===== src/rtl/load_store_unit.sv =====
// Byte/halfword/word load-store unit over a word-wide memory port; sub-word stores are read-modify-write.
// Latency: error 1, load/word store 3, sub-word store 5 cycles; requests arriving while busy are dropped.
module load_store_unit #(
  parameter int TIMEOUT_CYCLES = 16
) (
  input  logic        clk,
  input  logic        rst_n,
  input  logic        req_i,
  input  logic        we_i,
  input  logic [1:0]  size_i,
  input  logic        unsigned_i,
  input  logic [31:0] addr_i,
  input  logic [31:0] wdata_i,
  output logic [31:0] rdata_o,
  output logic        ready_o,
  output logic        err_o,
  output logic        busy_o,
  output logic        mem_rd_en_o,
  output logic        mem_wr_en_o,
  output logic [31:0] mem_addr_o,
  output logic [31:0] mem_data_o,
  input  logic [31:0] mem_data_i,
  input  logic        mem_ack_i
);

  localparam int CW_RAW = $clog2(TIMEOUT_CYCLES) + 1;
  localparam int CW     = (CW_RAW < 4) ? 4 : CW_RAW;
  localparam logic [CW-1:0] CNT_LAST = CW'(TIMEOUT_CYCLES - 1);

  typedef enum logic [1:0] {IDLE, READ, WRITE, RESP} state_t;

  state_t        state_q, state_d;
  logic          we_q, we_d;
  logic [1:0]    size_q, size_d;
  logic          uns_q, uns_d;
  logic [1:0]    off_q, off_d;
  logic [31:0]   wdata_q, wdata_d;
  logic [CW-1:0] cnt_q, cnt_d;

  logic [31:0] rdata_d, mem_addr_d, mem_data_d;
  logic        ready_d, err_d, busy_d, rd_en_d, wr_en_d;

  logic        misaligned;
  logic [4:0]  sh;
  logic [31:0] lane, base_mask, merged, extracted;

  assign misaligned = (size_i == 2'b11) ||
                      (size_i == 2'b01 && addr_i[0]) ||
                      (size_i == 2'b10 && addr_i[1:0] != 2'b00);

  // Little-endian lane select and merge for the captured byte offset.
  assign sh        = {off_q, 3'b000};
  assign lane      = mem_data_i >> sh;
  assign base_mask = (size_q == 2'b00) ? 32'h0000_00FF : 32'h0000_FFFF;
  assign merged    = (mem_data_i & ~(base_mask << sh)) | ((wdata_q & base_mask) << sh);

  always_comb begin
    extracted = lane;
    case (size_q)
      2'b00:   extracted = uns_q ? {24'b0, lane[7:0]}  : {{24{lane[7]}}, lane[7:0]};
      2'b01:   extracted = uns_q ? {16'b0, lane[15:0]} : {{16{lane[15]}}, lane[15:0]};
      default: extracted = mem_data_i;
    endcase
  end

  always_comb begin
    state_d    = state_q;
    we_d       = we_q;
    size_d     = size_q;
    uns_d      = uns_q;
    off_d      = off_q;
    wdata_d    = wdata_q;
    cnt_d      = cnt_q;
    rdata_d    = rdata_o;
    mem_addr_d = mem_addr_o;
    mem_data_d = mem_data_o;
    rd_en_d    = mem_rd_en_o;
    wr_en_d    = mem_wr_en_o;
    busy_d     = busy_o;
    ready_d    = 1'b0;
    err_d      = 1'b0;

    case (state_q)
      IDLE: begin
        if (req_i) begin
          we_d       = we_i;
          size_d     = size_i;
          uns_d      = unsigned_i;
          off_d      = addr_i[1:0];
          wdata_d    = wdata_i;
          mem_addr_d = {addr_i[31:2], 2'b00};
          cnt_d      = '0;
          busy_d     = 1'b1;
          if (misaligned) begin
            state_d = RESP;
            ready_d = 1'b1;
            err_d   = 1'b1;
          end else if (we_i && size_i == 2'b10) begin
            state_d    = WRITE;
            wr_en_d    = 1'b1;
            mem_data_d = wdata_i;
          end else begin
            state_d = READ;
            rd_en_d = 1'b1;
          end
        end
      end
      READ: begin
        if (mem_ack_i) begin
          rd_en_d = 1'b0;
          if (we_q) begin
            state_d    = WRITE;
            wr_en_d    = 1'b1;
            mem_data_d = merged;
            cnt_d      = '0;
          end else begin
            state_d = RESP;
            ready_d = 1'b1;
            rdata_d = extracted;
          end
        end else if (cnt_q == CNT_LAST) begin
          rd_en_d = 1'b0;
          state_d = RESP;
          ready_d = 1'b1;
          err_d   = 1'b1;
        end else begin
          cnt_d = cnt_q + CW'(1);
        end
      end
      WRITE: begin
        if (mem_ack_i) begin
          wr_en_d = 1'b0;
          state_d = RESP;
          ready_d = 1'b1;
        end else if (cnt_q == CNT_LAST) begin
          wr_en_d = 1'b0;
          state_d = RESP;
          ready_d = 1'b1;
          err_d   = 1'b1;
        end else begin
          cnt_d = cnt_q + CW'(1);
        end
      end
      RESP: begin
        state_d = IDLE;
        busy_d  = 1'b0;
      end
      default: begin
        state_d = IDLE;
        busy_d  = 1'b0;
        rd_en_d = 1'b0;
        wr_en_d = 1'b0;
      end
    endcase
  end

  always_ff @(posedge clk or negedge rst_n) begin
    if (!rst_n) begin
      state_q     <= IDLE;
      we_q        <= 1'b0;
      size_q      <= 2'b00;
      uns_q       <= 1'b0;
      off_q       <= 2'b00;
      wdata_q     <= '0;
      cnt_q       <= '0;
      rdata_o     <= '0;
      ready_o     <= 1'b0;
      err_o       <= 1'b0;
      busy_o      <= 1'b0;
      mem_rd_en_o <= 1'b0;
      mem_wr_en_o <= 1'b0;
      mem_addr_o  <= '0;
      mem_data_o  <= '0;
    end else begin
      state_q     <= state_d;
      we_q        <= we_d;
      size_q      <= size_d;
      uns_q       <= uns_d;
      off_q       <= off_d;
      wdata_q     <= wdata_d;
      cnt_q       <= cnt_d;
      rdata_o     <= rdata_d;
      ready_o     <= ready_d;
      err_o       <= err_d;
      busy_o      <= busy_d;
      mem_rd_en_o <= rd_en_d;
      mem_wr_en_o <= wr_en_d;
      mem_addr_o  <= mem_addr_d;
      mem_data_o  <= mem_data_d;
    end
  end

endmodule


===== config.mk =====
export PLATFORM = sky130hd
export DESIGN_NAME = load_store_unit
export DESIGN_NICKNAME = d
export VERILOG_FILES = /design/src/rtl/load_store_unit.sv
export SDC_FILE = /design/constraint.sdc
export NUM_CORES = 1
export LEC_CHECK = 0
export ABC_AREA = 1
export CELL_PAD_IN_SITES_DETAIL_PLACEMENT = 0
export CELL_PAD_IN_SITES_GLOBAL_PLACEMENT = 1
export CORE_UTILIZATION = 37
export DETAILED_ROUTE_END_ITERATION = 12
export HOLD_SLACK_MARGIN = 0.15
export PLACE_DENSITY_LB_ADDON = 0.1
export SLEW_MARGIN = 5
export SYNTH_ARGS = -nofsm -noshare
export SYNTH_HDL_FRONTEND = slang
export SYNTH_SLANG_ARGS = --single-unit

===== constraint.sdc =====
create_clock -name clk -period 2.91 [get_ports clk]
set_input_delay 0.291 -clock clk [delete_from_list [all_inputs] [get_ports clk]]
set_output_delay 0.291 -clock clk [all_outputs]
set_load 0.005 [all_outputs]

==> impl_metrics.py <==
metrics = {
    "run_status": {
        "status": "finished clean",
    },
    "sta": {
        "setup_viol": 0,
        "hold_violations": 0,
        "worst_slack_ps": 769,
        "final.setup.tns_ps": 0,
        "min_period_over_period": 0.736,
        "slew_violations": 0,
        "rsz0062_at_grt": "false",
        "period_minus_slack_ps": 2140,
        "tightest_slew_ps": 674,
        "slew_headroom": 0.550,
        "fmax_mhz": 467,
        "finClkSkew_ps": 9.05,
    },
    "die": {
        "start_util": 0.383,
        "dieArea_sq_um": 19500,
        "fp.dieH_microns": 140,
        "pin_count": 205,
        "core_area_sq_um": 18300,
        "die_w_microns": 140,
        "num_rows": 49,
    },
    "cells_and_area": {
        "fill_cells": 1809,
        "stdcell_count": 1381,
        "num_antenna_cells": 0,
        "syn2layout_area_growth_pct": 39.0,
        "final_core_util": 0.532,
        "drive_above_1_share": 0.103,
        "nets": 1249,
    },
    "worst_setup_path": {
        "path_class": "reg -> reg",
        "slowest_stage": "dfrtp_1",
        "start_kind": "flip-flop",
        "r2r_setup_slack_ps": 770,
        "endpoint": "mem_data_o[12]",
        "cpPeakStageDelay_ps": 420,
        "worstRegToRegCells": 9,
        "crit_top_cell": "nand2_1",
        "cp_max_fo": 32,
        "worstPathRequired_ps": 3220,
        "arrival_ps": 2450,
        "cp-end-kind": "flip-flop",
        "reg2reg_to": "mem_data_o[12]",
        "startpoint": "state_q[0]",
        "critPathBufInv": 3,
        "cp_num_cells": 9,
        "r2r-start": "state_q[0]",
        "cp_top_family": "simple AND/OR/NAND/NOR gates",
        "path_cells": "inv_1 -> ha_1 -> inv_1 -> nand2_1 -> nand4_1 -> nor2_2 -> inv_2 -> nand2_1 -> nand2_1",
    },
    "power_and_ir_drop": {
        "powerDensity_nw_per_um2": 1100,
        "cellLeakagePower_nw": 4.78,
        "peakVddDrop_mv": 0.438,
        "total_power_w": 0.0107,
    },
    "global_routing": {
        "grt_pass1_wl_microns": 35300,
        "grt_max_degree": 71,
        "gr-total-overflow": 0,
        "grtUsageTotal": 0.235,
        "grt_antenna_before_repair": 0,
        "grt_pass1_vias": 6573,
    },
    "synthesis": {
        "ys_types": 34,
        "synth_edf_count": 0,
        "synthArstFlopShare": 1.00,
        "ys_ff_latch": 128,
        "synth_flop_cell": "dfrtp_1",
        "syn-mean-instance-area_sq_um": 7.36,
        "synthCells": 951,
        "synth_area_sq_um": 7000,
        "yosysSeqAreaShare": 0.458,
        "ys.warnings.count": 0,
    },
    "routing": {
        "vias": 6676,
        "post_drt_wl_per_cell_microns": 15.9,
        "vias_per_cell": 4.83,
        "drtPass1Iterations": 5,
        "drc_errors": 0,
        "wirelength_microns": 22000,
        "ant_nets": 0,
        "drt_iter0_drc": 382,
    },
    "min_path": {
        "hp-class": "in -> async",
    },
    "clock_network": {
        "post_cts_buffers": 0,
        "cts_root_buf": "clkbuf_16",
        "cts_buffer_depth": 2,
        "cts_made_buffers": 17,
        "htree_levels": 4,
        "cts.sinks": 128,
        "cts.clk_slew.worst_paths_ps": 60,
        "cts_resized": 0,
        "clk_latency_ps": 430,
        "cts_tree": "built",
    },
    "job": {
        "drv_cap": 0,
    },
    "placement": {
        "gp_congestion": 0.886,
        "pre_cts_slack_ps": 731,
        "dpl.hpwl_microns": 16000,
        "port_buffers": 202,
        "dp.cells": 1348,
    },
}
==> state kept, by name, summed over array words and instances (netlist names) <==
signal       flops
cnt_q            5
we_q             1
mem_rd_en_o      1
err_o            1
wdata_q         16
rdata_o         32
off_q            2
mem_addr_o      30
mem_wr_en_o      1
ready_o          1
mem_data_o      32
busy_o           1
size_q           2
uns_q            1
state_q          2
==> power by group <==
part / switching [W] / total, W / internal (W)
Clock: 0.000881 / 0.00209 / 0.00121
Combinational: 0.00302 / 0.00547 / 0.00245
Sequential: 0.000543 / 0.00318 / 0.00264
==> cell usage in the layout, fill, tap and decap left out, drive strengths merged <==
| cell | synthesis | layout |
|---|---|---|
| clkinv | 1 | 6 |
| nor2 | 37 | 37 |
| clkinvlp | 0 | 4 |
| buf | 31 | 13 |
| bufinv | 0 | 1 |
| o211ai | 7 | 7 |
| xor2 | 1 | 1 |
| o21ai | 62 | 62 |
| dlygate4sd3 | 0 | 1 |
| nor3 | 1 | 1 |
| nor3b | 1 | 1 |
| clkdlybuf4s50 | 0 | 201 |
| or2 | 28 | 28 |
| nand2 | 414 | 414 |
| dfrtp | 128 | 128 |
| inv | 76 | 80 |
| ha | 6 | 6 |
| conb | 1 | 2 |
| nand4 | 2 | 2 |
| a21oi | 46 | 46 |
| a31oi | 2 | 2 |
| nand3 | 90 | 90 |
| clkbuf | 16 | 18 |
| a21boi | 1 | 1 |
==> worst min-delay path by stage <==
| stage | slack (ps) | to |
|---|---|---|
| final | 390 | size_q[0] |
| after global placement | 290 | wdata_q[3] |
| after floorplan | -5 | busy_o |
| after detailed placement | 290 | wdata_q[3] |
| after CTS | 380 | mem_addr_o[29] |
| after global routing | 390 | mem_addr_o[11] |
==> per-stage QoR <==
step                cell area, sq um  hold WS, ps
floorplan                       7000        -4.59
global placement                9150          294
detailed placement              9150          290
CTS                             9730          383
global route                    9730          393
finish                          9730          392
==> logic make-up (layout without fill, tap and decap cells) <==
| logic type | count (synthesis) | after routing | share of synthesized area |
|---|---|---|---|
| buf+inv | 124 | 324 | 0.0792 |
| simple gates | 573 | 573 | 0.363 |
| flops | 128 | 128 | 0.458 |
| compound gates | 118 | 118 | 0.0876 |
| xor+xnor | 1 | 1 | 0.00125 |
| other cells | 1 | 2 | 0.000536 |
| fa+ha+maj | 6 | 6 | 0.0107 |
==> cells in the mapped netlist, types with 2 or more instances <==
master    count  area share
nand4_1       2      0.0018
nand3_2      21       0.030
clkbuf_1     16      0.0086
dfrtp_1     128        0.46
buf_6         4      0.0064
nand2_2       6      0.0054
or2_2        28       0.025
nor2_2        4      0.0036
buf_2        16       0.011
inv_4         2      0.0018
buf_4         6      0.0064
ha_1          6       0.011
nand2_1     406        0.22
inv_1        68       0.036
inv_2         6      0.0032
o211ai_1      7      0.0075
nor2_4        2      0.0032
nand3_1      68       0.049
a21oi_1      46       0.033
o21ai_0      62       0.044
a31oi_1       2      0.0018
nor2_1       30       0.016
buf_1         4      0.0021
==> cell type report <==
class                           instances  area [sq um]  area share
Timing Repair Buffer                  215          2120       0.218
Clock buffer                           18           439      0.0452
Sequential cell                       128          3200       0.329
Tap cell                              229           287      0.0295
Multi-Input combinational cell        700          3250       0.334
Inverter                               77           294      0.0302
Clock inverter                         14           131      0.0135
==> timing repair <==
item                       CTS  global route
setup endpoints to repair    0             0
hold endpoints to repair    51             0
hold buffers                 1             0
==> metal layers <==
metal	GRT usage	share of wire	wire length, microns	vias to the layer above
li1	-	-	-	3362
met2	0.369	0.45	9930	223
met5	0	0	0	-
met1	0.317	0.46	10200	3071
met3	0.0726	0.070	1540	20
met4	0.0549	0.014	312	0
Note: power is estimated with default switching activity, not from simulation.
